===== src/rtl/pattern_match_pkg.sv =====
// pattern_match_pkg: scheduler FSM encoding, default sizing and the ID-width helper.
package pattern_match_pkg;
   typedef enum logic [1:0] {RUN, DRAIN, LOAD} state_t;
   localparam int DEF_N = 4;
   localparam int DEF_W = 48;
   localparam int DEF_LAT = 2;
   function automatic int clog2(input int v);
      int r;
      r = 0;
      while ((1 << r) < v) r++;
      return r;
   endfunction
endpackage


===== src/rtl/pm_compare_pipe.sv =====
// pm_compare_pipe: masked pattern compare with a LAT-deep valid/ID/result shift register.
module pm_compare_pipe
   import pattern_match_pkg::*;
#(
   parameter int W = DEF_W,
   parameter int LAT = DEF_LAT,
   parameter int IW = 2
) (
   input  logic clk,
   input  logic rst_n,
   input  logic in_valid,
   input  logic [IW-1:0] in_id,
   input  logic [W-1:0] ain,
   input  logic [W-1:0] cin,
   input  logic [W-1:0] mask,
   output logic res_valid,
   output logic [IW-1:0] res_id,
   output logic res_match,
   output logic empty
);
   localparam int D = (LAT > 1) ? LAT - 1 : 1;
   logic h_v, h_m, h_busy;
   logic [IW-1:0] h_id;
   logic [D-1:0] v_c, m_c, v_sh, m_sh;
   logic [IW-1:0] id_c [D];
   logic [IW-1:0] id_sh [D];
   if (LAT > 1) begin : g_s1
      logic [W-1:0] a_q, c_q, k_q;
      always_ff @(posedge clk or negedge rst_n)
         if (!rst_n) begin
            h_v <= 1'b0;
            h_id <= '0;
            a_q <= '0;
            c_q <= '0;
            k_q <= '0;
         end else begin
            h_v <= in_valid;
            if (in_valid) begin
               h_id <= in_id;
               a_q <= ain;
               c_q <= cin;
               k_q <= mask;
            end
         end
      assign h_m = ~|((a_q ^ c_q) & ~k_q);
      assign h_busy = h_v;
   end else begin : g_s0
      assign h_v = in_valid;
      assign h_id = in_id;
      assign h_m = ~|((ain ^ cin) & ~mask);
      assign h_busy = 1'b0;
   end
   always_comb begin
      v_c = D'({v_sh, h_v});
      m_c = D'({m_sh, h_m});
      id_c[0] = h_id;
      for (int i = 1; i < D; i++) id_c[i] = id_sh[i-1];
   end
   // ID/result only advance with a valid bit, so the final stage holds between results
   always_ff @(posedge clk or negedge rst_n)
      if (!rst_n) begin
         v_sh <= '0;
         m_sh <= '0;
         for (int i = 0; i < D; i++) id_sh[i] <= '0;
      end else begin
         v_sh <= v_c;
         for (int i = 0; i < D; i++)
            if (v_c[i]) begin
               m_sh[i] <= m_c[i];
               id_sh[i] <= id_c[i];
            end
      end
   assign res_valid = v_sh[D-1];
   assign res_id = id_sh[D-1];
   assign res_match = m_sh[D-1];
   assign empty = ~|v_sh & ~h_busy;
endmodule


===== src/rtl/pattern_match_sched.sv =====
// pattern_match_sched: round-robin scheduler sharing one pipelined masked pattern-match datapath.
// Optional per-requester match counters: PATTERN_MATCH_SCHED_MATCH_COUNT_EN.
module pattern_match_sched
   import pattern_match_pkg::*;
#(
   parameter int N = DEF_N,
   parameter int W = DEF_W,
   parameter int LAT = DEF_LAT,
   parameter int CW = 16
) (
   input  logic clk,
   input  logic rst_n,
   input  logic [N-1:0] req_valid,
   output logic [N-1:0] req_ready,
   input  logic [N*W-1:0] req_ain,
   input  logic [N*W-1:0] req_cin,
   input  logic cfg_we,
   input  logic [W-1:0] cfg_mask,
   output logic cfg_busy,
   output logic res_valid,
   output logic [clog2(N)-1:0] res_id,
   output logic pattern_match_out
`ifdef PATTERN_MATCH_SCHED_MATCH_COUNT_EN
   ,
   output logic [N*CW-1:0] match_cnt
`endif
);
   localparam int IW = clog2(N);
   state_t st, nxt;
   logic [W-1:0] mask, pend;
   logic [IW-1:0] ptr, gid, idx;
   logic found, xfer, empty;
   always_comb begin
      found = 1'b0;
      gid = '0;
      idx = '0;
      for (int k = 0; k < N; k++) begin
         idx = IW'((int'(ptr) + k) % N);
         if (!found && req_valid[idx]) begin
            found = 1'b1;
            gid = idx;
         end
      end
   end
   // a mask write takes priority over grants in the same cycle
   assign xfer = found & (st == RUN) & ~cfg_we & rst_n;
   assign req_ready = xfer ? N'(1) << gid : '0;
   assign cfg_busy = st != RUN;
   always_comb nxt = (st == RUN) ? (cfg_we ? DRAIN : RUN) : (st == DRAIN) ? (empty ? LOAD : DRAIN) : RUN;
   always_ff @(posedge clk or negedge rst_n)
      if (!rst_n) begin
         st <= RUN;
         mask <= '0;
         pend <= '0;
         ptr <= '0;
      end else begin
         st <= nxt;
         if (st == RUN && cfg_we) pend <= cfg_mask;
         if (st == LOAD) mask <= pend;
         if (xfer) ptr <= (int'(gid) == N - 1) ? '0 : gid + 1'b1;
      end
   pm_compare_pipe #(.W(W), .LAT(LAT), .IW(IW)) u_pipe (
      .clk(clk),
      .rst_n(rst_n),
      .in_valid(xfer),
      .in_id(gid),
      .ain(req_ain[int'(gid)*W +: W]),
      .cin(req_cin[int'(gid)*W +: W]),
      .mask(mask),
      .res_valid(res_valid),
      .res_id(res_id),
      .res_match(pattern_match_out),
      .empty(empty)
   );
`ifdef PATTERN_MATCH_SCHED_MATCH_COUNT_EN
   logic [CW-1:0] cnt [N];
   always_ff @(posedge clk or negedge rst_n)
      if (!rst_n) for (int i = 0; i < N; i++) cnt[i] <= '0;
      else if (st == LOAD) for (int i = 0; i < N; i++) cnt[i] <= '0;
      else if (res_valid && pattern_match_out && !(&cnt[res_id])) cnt[res_id] <= cnt[res_id] + 1'b1;
   for (genvar i = 0; i < N; i++) begin : g_cnt
      assign match_cnt[i*CW +: CW] = cnt[i];
   end
`endif
endmodule


===== config.mk =====
export PLATFORM = sky130hd
export DESIGN_NAME = pattern_match_sched
export DESIGN_NICKNAME = d
export VERILOG_FILES = /design/src/rtl/pattern_match_pkg.sv /design/src/rtl/pm_compare_pipe.sv /design/src/rtl/pattern_match_sched.sv
export SDC_FILE = /design/constraint.sdc
export NUM_CORES = 1
export LEC_CHECK = 0
export CORE_ASPECT_RATIO = 1.1
export CORE_MARGIN = 10
export CORE_UTILIZATION = 41
export CTS_CLUSTER_DIAMETER = 150
export DETAILED_ROUTE_END_ITERATION = 8
export PLACE_DENSITY = 0.77
export SYNTH_ARGS = -nofsm -noshare
export SYNTH_HDL_FRONTEND = slang
export SYNTH_SLANG_ARGS = --single-unit

===== constraint.sdc =====
create_clock -name clk -period 1.65 [get_ports clk]
set_input_delay 0.165 -clock clk [delete_from_list [all_inputs] [get_ports clk]]
set_output_delay 0.165 -clock clk [all_outputs]
set_load 0.01 [all_outputs]

==> metrics.yaml, run 1 <==
core-area_um2: 30300
rsz0062_at_grt: "yes"
wire_per_inst_um: 29.9
portBuffers: 447
reg2regPathDepth: 10
area_delta_synth_final_pct: 83.3
power_density_nw_per_um2: 1640
maxSlewHeadroom_pct: 36.1
startpoint_type: "register"
die_area_um2: 37900
synth_cell_types: 36
synth_xor_xnor_area_share_pct: 3.36
synth-adder-area-share_pct: 0.400
violations: "negative setup slack"
grt_usage_pct: 26.3
dpl.cell_count: 1946
r2r-start: "st[1]"
cts_sinks: 251
drtAntennaViolNets: 0
maxCapViolCount: 0
criticalPathCategory: "register to output port"
r2r_slack_ns: -0.71
synth-warning-count: 0
ys_seq_elements: 251
synth_top_family_by_area: "multiplexers"
vias: 11800
rows: 67
arrival_ns: 2.20
die_y_um: 203
cts_buffer_depth: 3
synth_fp_nets: 1520
cts_tree: "built"
vias_per_cell: 5.67
fillers: 1707
tightest_slew_ns: 0.958
die_w_um: 187
dr.pass1.iters: 5
yosysSeqAreaShare_pct: 50.2
synth_compound_area_share_pct: 10.1
synthArstFlopShare_pct: 100
cts_root_buf: "clkbuf_16"
yosys.area_share.simple_pct: 8.54
synth_flop_cell: "dfrtp_1"
final_util_pct: 75.8
reg2reg_to: "u_pipe.g_s1.c_q[21]"
path_max_fanout: 6
finalCritPeriodShare_pct: 143
post-route-min-period_ns: 2.37
cp-startpoint: "st[1]"
drt_iter0_markers: 946
syn_area_um2: 12500
finalMaxSlewViolations: 0
endpoint_kind: "output port"
synth_mux_area_share_pct: 24.2
synth_edf_count: 0
numCtsBuffers: 27
finalPower_mw: 37.5
clk_pin_slew_ns: 0.07
grt_antenna_before_repair: 9
grt_pass1_wl_um: 76700
fin_cells: 2082
seq_area_um2: 6280
cts_max_level: 1
gp_congestion: 0.877
fmax_ghz: 0.423
finalClockSkew_ns: 0.0112
grt_max_degree: 173
syn_area_per_cell_um2: 11.6
hold_viol_final: 0
hpwl_um: 36500
initial_core_util_pct: 41.3
drcViolationCount: 0
setup_ws_ns: -0.716
hold_path.class: "primary input to register"
postRouteWirelength_um: 62200
nets: 2085
tns_ns: -94.03
hold_slack_ns: 0.215
setup_violations: 191
grt_remaining_overflow: 0
multi_input_area_um2: 7970
io_pins: 448
status: "finished with violations"
syn_inst: 1077
critPathRequiredTime_ns: 1.48
clkLatencyLatePin_ns: 0.56
critPathCapture: "req_ready[3]"
drive_gt1_share_pct: 37.7
grt_pass1_vias: 11900
ir_drop_mv: 1.19
p_leak_nw: 9.60
[timing repair]
| action | in CTS | in global routing |
|---|---|---|
| pin swaps | 17 | 115 |
| endpoints found under the hold margin | 75 | 0 |
| hold buffers | 1 | 0 |
| gates cloned | 21 | 30 |
| resized for setup | 152 | 393 |
| endpoints found under the setup margin | 156 | 204 |
| setup buffers | 18 | 18 |
[flip-flops by register name, indices dropped and copies added (netlist names), 48 cells and up]
register         count
u_pipe.g_s1.c_q     48
mask                48
u_pipe.g_s1.a_q     48
u_pipe.g_s1.k_q     48
pend                48
[cells in the final DEF, fill, tap and decap left out, types with 8 or more instances in the layout]
cell type,netlist,layout
clkbuf_16,0,51
mux2_2,98,93
o22ai_1,24,21
o221ai_2,29,86
buf_16,0,23
xnor2_1,48,36
mux2i_1,192,86
mux2i_4,0,67
nand2_4,1,32
clkdlybuf4s50_1,0,437
buf_8,0,16
dfrtp_1,251,251
nand2_1,245,166
buf_6,6,18
xnor2_2,0,12
buf_12,0,40
mux2i_2,0,39
buf_4,3,42
clkbuf_8,0,8
nand2_2,1,47
[through the flow]
| stage | area (µm²) | setup slack (ns) |
|---|---|---|
| floorplan | 12600 | -0.132 |
| global placement | 18000 | -0.656 |
| detailed placement | 18000 | -0.690 |
| CTS | 20200 | -0.516 |
| global route | 22900 | -0.682 |
| finish | 22900 | -0.716 |
[worst min-delay path by stage]
| stage | from | end | depth (start not counted) |
|---|---|---|---|
| finish | cfg_mask[44] | pend[44] | 2 |
| global route | cfg_mask[6] | pend[6] | 2 |
| CTS | cfg_mask[15] | pend[15] | 2 |
| detailed placement | rst_n | mask[41] | 3 |
| global placement | rst_n | pend[41] | 3 |
| floorplan | rst_n | mask[0] | 0 |
[cell families (layout without fill, tap and decap cells)]
kind of cell | Yosys count | count (layout)
flops | 251 | 251
other cells | 0 | 6
mux | 290 | 290
simple gates | 269 | 271
xor+xnor | 48 | 48
compound gates | 132 | 132
fa+ha+maj | 4 | 4
buf+inv | 83 | 666
[critical path: stages (launching register included)]
cell and delay, ns:
dfrtp_1 0.41, or2_4 0.29, nor3b_4 0.36, o41ai_4 0.17, inv_2 0.16, and2_4 0.17
buf_6 0.10
[routing by layer]
| metal | GRT usage [%] | vias to the layer above | wire (µm) |
|---|---|---|---|
| li1 | - | 5047 | - |
| met1 | 33.1 | 5998 | 23600 |
| met2 | 45.2 | 602 | 31100 |
| met3 | 6.41 | 155 | 4820 |
| met4 | 5.56 | 6 | 2630 |
| met5 | 0 | - | 41 |
[synth_stat cells (all sizes together) (3+ instances only)]
cell type,instances,area (µm²)
o22ai,24,150
nor4,5,31.3
clkbuf,30,113
and2,4,25.0
mux2,98,1100
buf,44,255
a21oi,3,15.0
mux2i,192,1920
o221ai,98,1040
dfrtp,251,6280
nand2,247,937
inv,9,33.8
xnor2,48,420
nor2,6,22.5
ha,4,50.1
[cell type report]
type / instances / share of cell area (%)
Antenna cell: 6 / 0.0654
Clock buffer: 39 / 3.49
Clock inverter: 10 / 0.305
Inverter: 9 / 0.147
Multi-Input combinational cell: 745 / 34.7
Sequential cell: 251 / 27.4
Tap cell: 414 / 2.26
Timing Repair Buffer: 608 / 31.6
[where the power goes]
| group | total (mW) | internal, mW | switching (mW) | leakage [nW] |
|---|---|---|---|---|
| clock | 6.05 | 3.38 | 2.67 | 0.432 |
| sequential | 11.7 | 9.11 | 2.56 | 3.08 |
| combinational | 19.8 | 10.9 | 8.95 | 6.09 |
Power figures use the tool's default switching activity.
==> run 2: changes to the inputs <==
--- a/config.mk
+++ b/config.mk
@@ -7,10 +7,11 @@
 export LEC_CHECK = 0
 export CORE_ASPECT_RATIO = 1.1
 export CORE_MARGIN = 10
-export CORE_UTILIZATION = 41
+export CORE_UTILIZATION = 40
 export CTS_CLUSTER_DIAMETER = 150
 export DETAILED_ROUTE_END_ITERATION = 8
-export PLACE_DENSITY = 0.77
+export PLACE_DENSITY = 0.76
+export SETUP_SLACK_MARGIN = 0.3
 export SYNTH_ARGS = -nofsm -noshare
 export SYNTH_HDL_FRONTEND = slang
 export SYNTH_SLANG_ARGS = --single-unit
==> metrics.yaml, run 2 (synthesis results as in run 1) <==
clk_pin_slew_ns: 0.07
area_delta_synth_final_pct: 81.5
path_buf_inv: 6
setup_violations: 228
cpPeakStageDelay_ns: 0.40
die_y_um: 206
die_w_um: 189
core-area_um2: 30700
violations: "negative setup slack"
endpoint_kind: "register"
grt_max_degree: 126
io_pins: 448
finalPower_mw: 38.3
final_util_pct: 74.0
initial_core_util_pct: 40.8
tightest_slew_ns: 0.722
die_area_um2: 38800
drt_iter0_markers: 1089
hold_slack_ns: 0.0485
grt_usage_pct: 28.0
finalCritPeriodShare_pct: 143
met2_usage_pct: 48.8
startpoint_type: "register"
grt_remaining_overflow: 0
hold_path.class: "primary input to asynchronous set/reset pin"
r2r_slack_ns: -0.70
crit_chain: "or2_4 -> nor3b_4 -> o41ai_4 -> inv_2 -> buf_6 -> buf_6 -> buf_12 -> nand2_8 -> buf_12 -> buf_16 -> o221ai_2"
hold_viol_final: 0
path_max_fanout: 6
wire_per_inst_um: 29.6
rows: 67
power_density_nw_per_um2: 1690
ir_drop_mv: 1.14
r2r-start: "st[0]"
p_leak_nw: 9.92
reg2reg_to: "u_pipe.g_s1.a_q[22]"
cp_top_family: "buffers and inverters"
grt_antenna_before_repair: 10
maxCapViolCount: 0
portBuffers: 447
grt_pass1_vias: 12500
grt_util_met3_pct: 5.40
reg2regPathDepth: 11
numCtsBuffers: 28
fmax_ghz: 0.425
drtAntennaViolNets: 0
vias: 12000
cts_sinks: 251
criticalPathCategory: "register to register"
layout_common_cells: "clkdlybuf4s50_1, dfrtp_1, nand2_1"
postRouteWirelength_um: 62700
cts_root_buf: "clkbuf_16"
status: "finished with violations"
layout_commonest_cell: "clkdlybuf4s50_1"
nets: 2113
arrival_ns: 2.80
clkLatencyLatePin_ns: 0.55
maxSlewHeadroom_pct: 51.9
critPathRequiredTime_ns: 2.10
post-route-min-period_ns: 2.35
top_usage_layer: "met2"
finalClockSkew_ns: 0.0187
cts_buffer_depth: 3
cts_max_level: 1
tns_ns: -95.02
setup_ws_ns: -0.702
rsz0062_at_grt: "yes"
global_route.usage.met1_pct: 34.2
gp_congestion: 0.889
cts_tree: "built"
cp_slowest_cell: "dfrtp_1"
finalMaxSlewViolations: 0
vias_per_cell: 5.67
dr.pass1.iters: 5
hpwl_um: 36300
drive_gt1_share_pct: 32.2
crit_cells: 11
grt_pass1_wl_um: 82300
drcViolationCount: 0
[run 2: changes by cell type in the layout (fill, tap and decap cells not counted), moves of 19 or more]
cell | previous run | this run
nand2_4 | 32 | 13
nand2_1 | 166 | 216
nand2_2 | 47 | 16
mux2_4 | 5 | 95
mux2i_1 | 86 | 147
mux2i_4 | 67 | 18
mux2_2 | 93 | 3
buf_4 | 42 | 63
[run 2: routing by layer]
metal | routed length (µm) | part of all wire [%] | vias to the layer above
met2 | 32200 | 51 | 608
li1 | - | - | 5110
met5 | 0 | 0 | -
met1 | 23700 | 38 | 6125
met4 | 2610 | 4.2 | 0
met3 | 4150 | 6.6 | 147
[run 2: how the worst max path moves through the flow]
stage / from / end / slack [ns]
2_1_floorplan: st[1] / u_pipe.g_s1.c_q[10] / -0.13
4_1_cts: st[0] / req_ready[2] / -0.55
5_1_grt: st[0] / u_pipe.g_s1.a_q[22] / -0.78
3_5_place_dp: req_valid[0] / u_pipe.g_s1.c_q[17] / -0.80
3_3_place_gp: req_valid[0] / u_pipe.g_s1.a_q[27] / -0.78
6_report: st[0] / u_pipe.g_s1.a_q[22] / -0.70
[run 2: report_power, final]
group	total, mW	internal (mW)	switching [mW]
Combinational	20.1	11.5	8.69
Sequential	11.8	9.11	2.65
Clock	6.38	3.77	2.61
Total	38.3	24.3	14.0
[run 2: what timing repair did]
item / 4_1_cts / 5_1_grt
hold buffers: 1 / 0
buffers inserted: 55 / 21
gates resized for setup: 238 / 216
endpoints found under the hold margin: 251 / 0
cloned: 35 / 16
setup endpoints to repair: 255 / 252
pin swaps: 38 / 54
[run 2: worst min-delay path, cell delays in order]
cell and delay (ns):
buf_8 0.08, dlygate4sd3_1 0.54, buf_4 0.15
[run 2: cell type report]
| type | count | area [µm²] |
|---|---|---|
| fillers | 1885 | 7970 |
| repair buffers | 635 | 7470 |
| multi-input cells | 745 | 7460 |
| flip-flops and latches | 251 | 6280 |
| clock buffers | 42 | 793 |
| well taps | 414 | 518 |
| clock inverters | 6 | 119 |
| inverters | 9 | 33.8 |
| diodes | 13 | 32.5 |
[run 2: through the flow]
step	worst slack [ns]	instances	cell area (µm²)
4_1_cts	-0.548	2065	21200
5_1_grt	-0.784	2111	22700
3_5_place_dp	-0.800	1926	17900
3_3_place_gp	-0.776	1926	17900
2_1_floorplan	-0.132	1077	12700
6_report	-0.702	2115	22700
==> run 3: changes to the inputs <==
--- a/config.mk
+++ b/config.mk
@@ -10,7 +10,7 @@
 export CORE_UTILIZATION = 40
 export CTS_CLUSTER_DIAMETER = 150
 export DETAILED_ROUTE_END_ITERATION = 8
-export PLACE_DENSITY = 0.76
+export DONT_BUFFER_PORTS = 1
 export SETUP_SLACK_MARGIN = 0.3
 export SYNTH_ARGS = -nofsm -noshare
 export SYNTH_HDL_FRONTEND = slang
==> metrics.yaml, run 3 <==
die_w_um: 189
rows: 67
hpwl_um: 32200
synth_flop_cell: "dfrtp_1"
ys_seq_elements: 251
syn_area_per_cell_um2: 11.6
synth.most_common_cell: "dfrtp_1"
error: "[ERROR RSZ-0060] Max buffer count reached."
ctsHoldBuffers: 326
numCtsBuffers: 28
cts_sinks: 251
io_pins: 448
syn_inst: 1077
cts_max_level: 1
synth_fp_nets: 1520
synthTopCellsByCount: "dfrtp_1, nand2_1, mux2i_1"
synth-warning-count: 0
status: "stopped before the end"
die_y_um: 206
post_cts_resized: 252
yosysSeqAreaShare_pct: 50.2
portBuffers: 0
synthArstFlopShare_pct: 100
synth_top_cell_area_share_pct: 50.2
netlist.top_cell.by_area: "dfrtp_1"
cts_buffer_depth: 3
initial_core_util_pct: 40.8
synthTopCellsByArea: "dfrtp_1, mux2i_1, mux2_2"
gp_congestion: 0.840
post_cts_buffers: 50
flow.stopped_at: "clock tree synthesis (4_1_cts)"
syn_area_um2: 12500
cts_root_buf: "clkbuf_16"
synth_edf_count: 0
synth_cell_types: 36
==> run 3: metrics by stage <==
step | instance area [µm²] | util, % | instances | TNS, ns | setup slack, ns
after floorplan | 12700 | - | 1077 | -10.46 | -0.132
after global placement | 13500 | 43.8 | 1488 | -30.56 | -0.434
after detailed placement | 13500 | 43.8 | 1488 | -37.22 | -0.528
==> run 3: kinds of logic after synthesis <==
family	count (synthesis)	synth area share (%)
buf+inv	83	3.21
fa+ha+maj	4	0.400
flops	251	50.2
mux	290	24.2
compound gates	132	10.1
simple gates	269	8.54
xor+xnor	48	3.36
==> run 4: changes to the inputs <==
--- a/config.mk
+++ b/config.mk
@@ -5,13 +5,11 @@
 export SDC_FILE = /design/constraint.sdc
 export NUM_CORES = 1
 export LEC_CHECK = 0
-export CORE_ASPECT_RATIO = 1.1
 export CORE_MARGIN = 10
-export CORE_UTILIZATION = 40
-export CTS_CLUSTER_DIAMETER = 150
+export CORE_UTILIZATION = 25
 export DETAILED_ROUTE_END_ITERATION = 8
 export DONT_BUFFER_PORTS = 1
-export SETUP_SLACK_MARGIN = 0.3
+export PLACE_DENSITY_LB_ADDON = 0.15
 export SYNTH_ARGS = -nofsm -noshare
 export SYNTH_HDL_FRONTEND = slang
 export SYNTH_SLANG_ARGS = --single-unit
==> constraint.sdc (replaced) <==
create_clock -name clk -period 2.1 [get_ports clk]
set_input_delay 0.21 -clock clk [delete_from_list [all_inputs] [get_ports clk]]
set_output_delay 0.21 -clock clk [all_outputs]
set_load 0.01 [all_outputs]
==> metrics.yaml, run 4 <==
status: "stopped before the end"
flow.stopped_at: "clock tree synthesis (4_1_cts)"
error: "[ERROR RSZ-0060] Max buffer count reached."
hpwl_um: 35800
cts_buffer_depth: 3
synth_cell_types: 36
syn_inst: 1077
yosysSeqAreaShare_pct: 50.2
cts_sinks: 251
dpl_worst_slack_ns: -0.270
synth-warning-count: 0
synth_flop_cell: "dfrtp_1"
synthTopCellsByArea: "dfrtp_1, mux2i_1, mux2_2"
die_y_um: 244
numCtsBuffers: 34
rows: 81
die_w_um: 244
syn_area_per_cell_um2: 11.6
synthTopCellsByCount: "dfrtp_1, nand2_1, mux2i_1"
netlist.top_cell.by_area: "dfrtp_1"
synthArstFlopShare_pct: 100
syn_area_um2: 12500
cts_max_level: 2
ctsHoldBuffers: 365
io_pins: 448
post_cts_buffers: 10
initial_core_util_pct: 25.4
ys_seq_elements: 251
cts_root_buf: "clkbuf_16"
synth_edf_count: 0
synth_fp_nets: 1520
portBuffers: 0
gp_congestion: 0.740
synth.most_common_cell: "dfrtp_1"
post_cts_resized: 24
synth_top_cell_area_share_pct: 50.2
-- run 4: stage by stage --
stage                     hold WS, ns  std cells  cell area [µm²]  setup TNS (ns)
after detailed placement      -0.0645       1744            13800           -7.52
after floorplan               -0.0856       1077            12500               0
after global placement        -0.0648       1744            13800           -5.17
-- run 4: kinds of logic after synthesis --
| kind of cell | Yosys count | synth area share (%) |
|---|---|---|
| multiplexers | 290 | 24.2 |
| AND/OR/NAND/NOR | 269 | 8.54 |
| flip-flops | 251 | 50.2 |
| AO/OA/AOI/OAI | 132 | 10.1 |
| buffers and inverters | 83 | 3.21 |
| XOR/XNOR | 48 | 3.36 |
| adder cells (fa/ha/maj) | 4 | 0.400 |
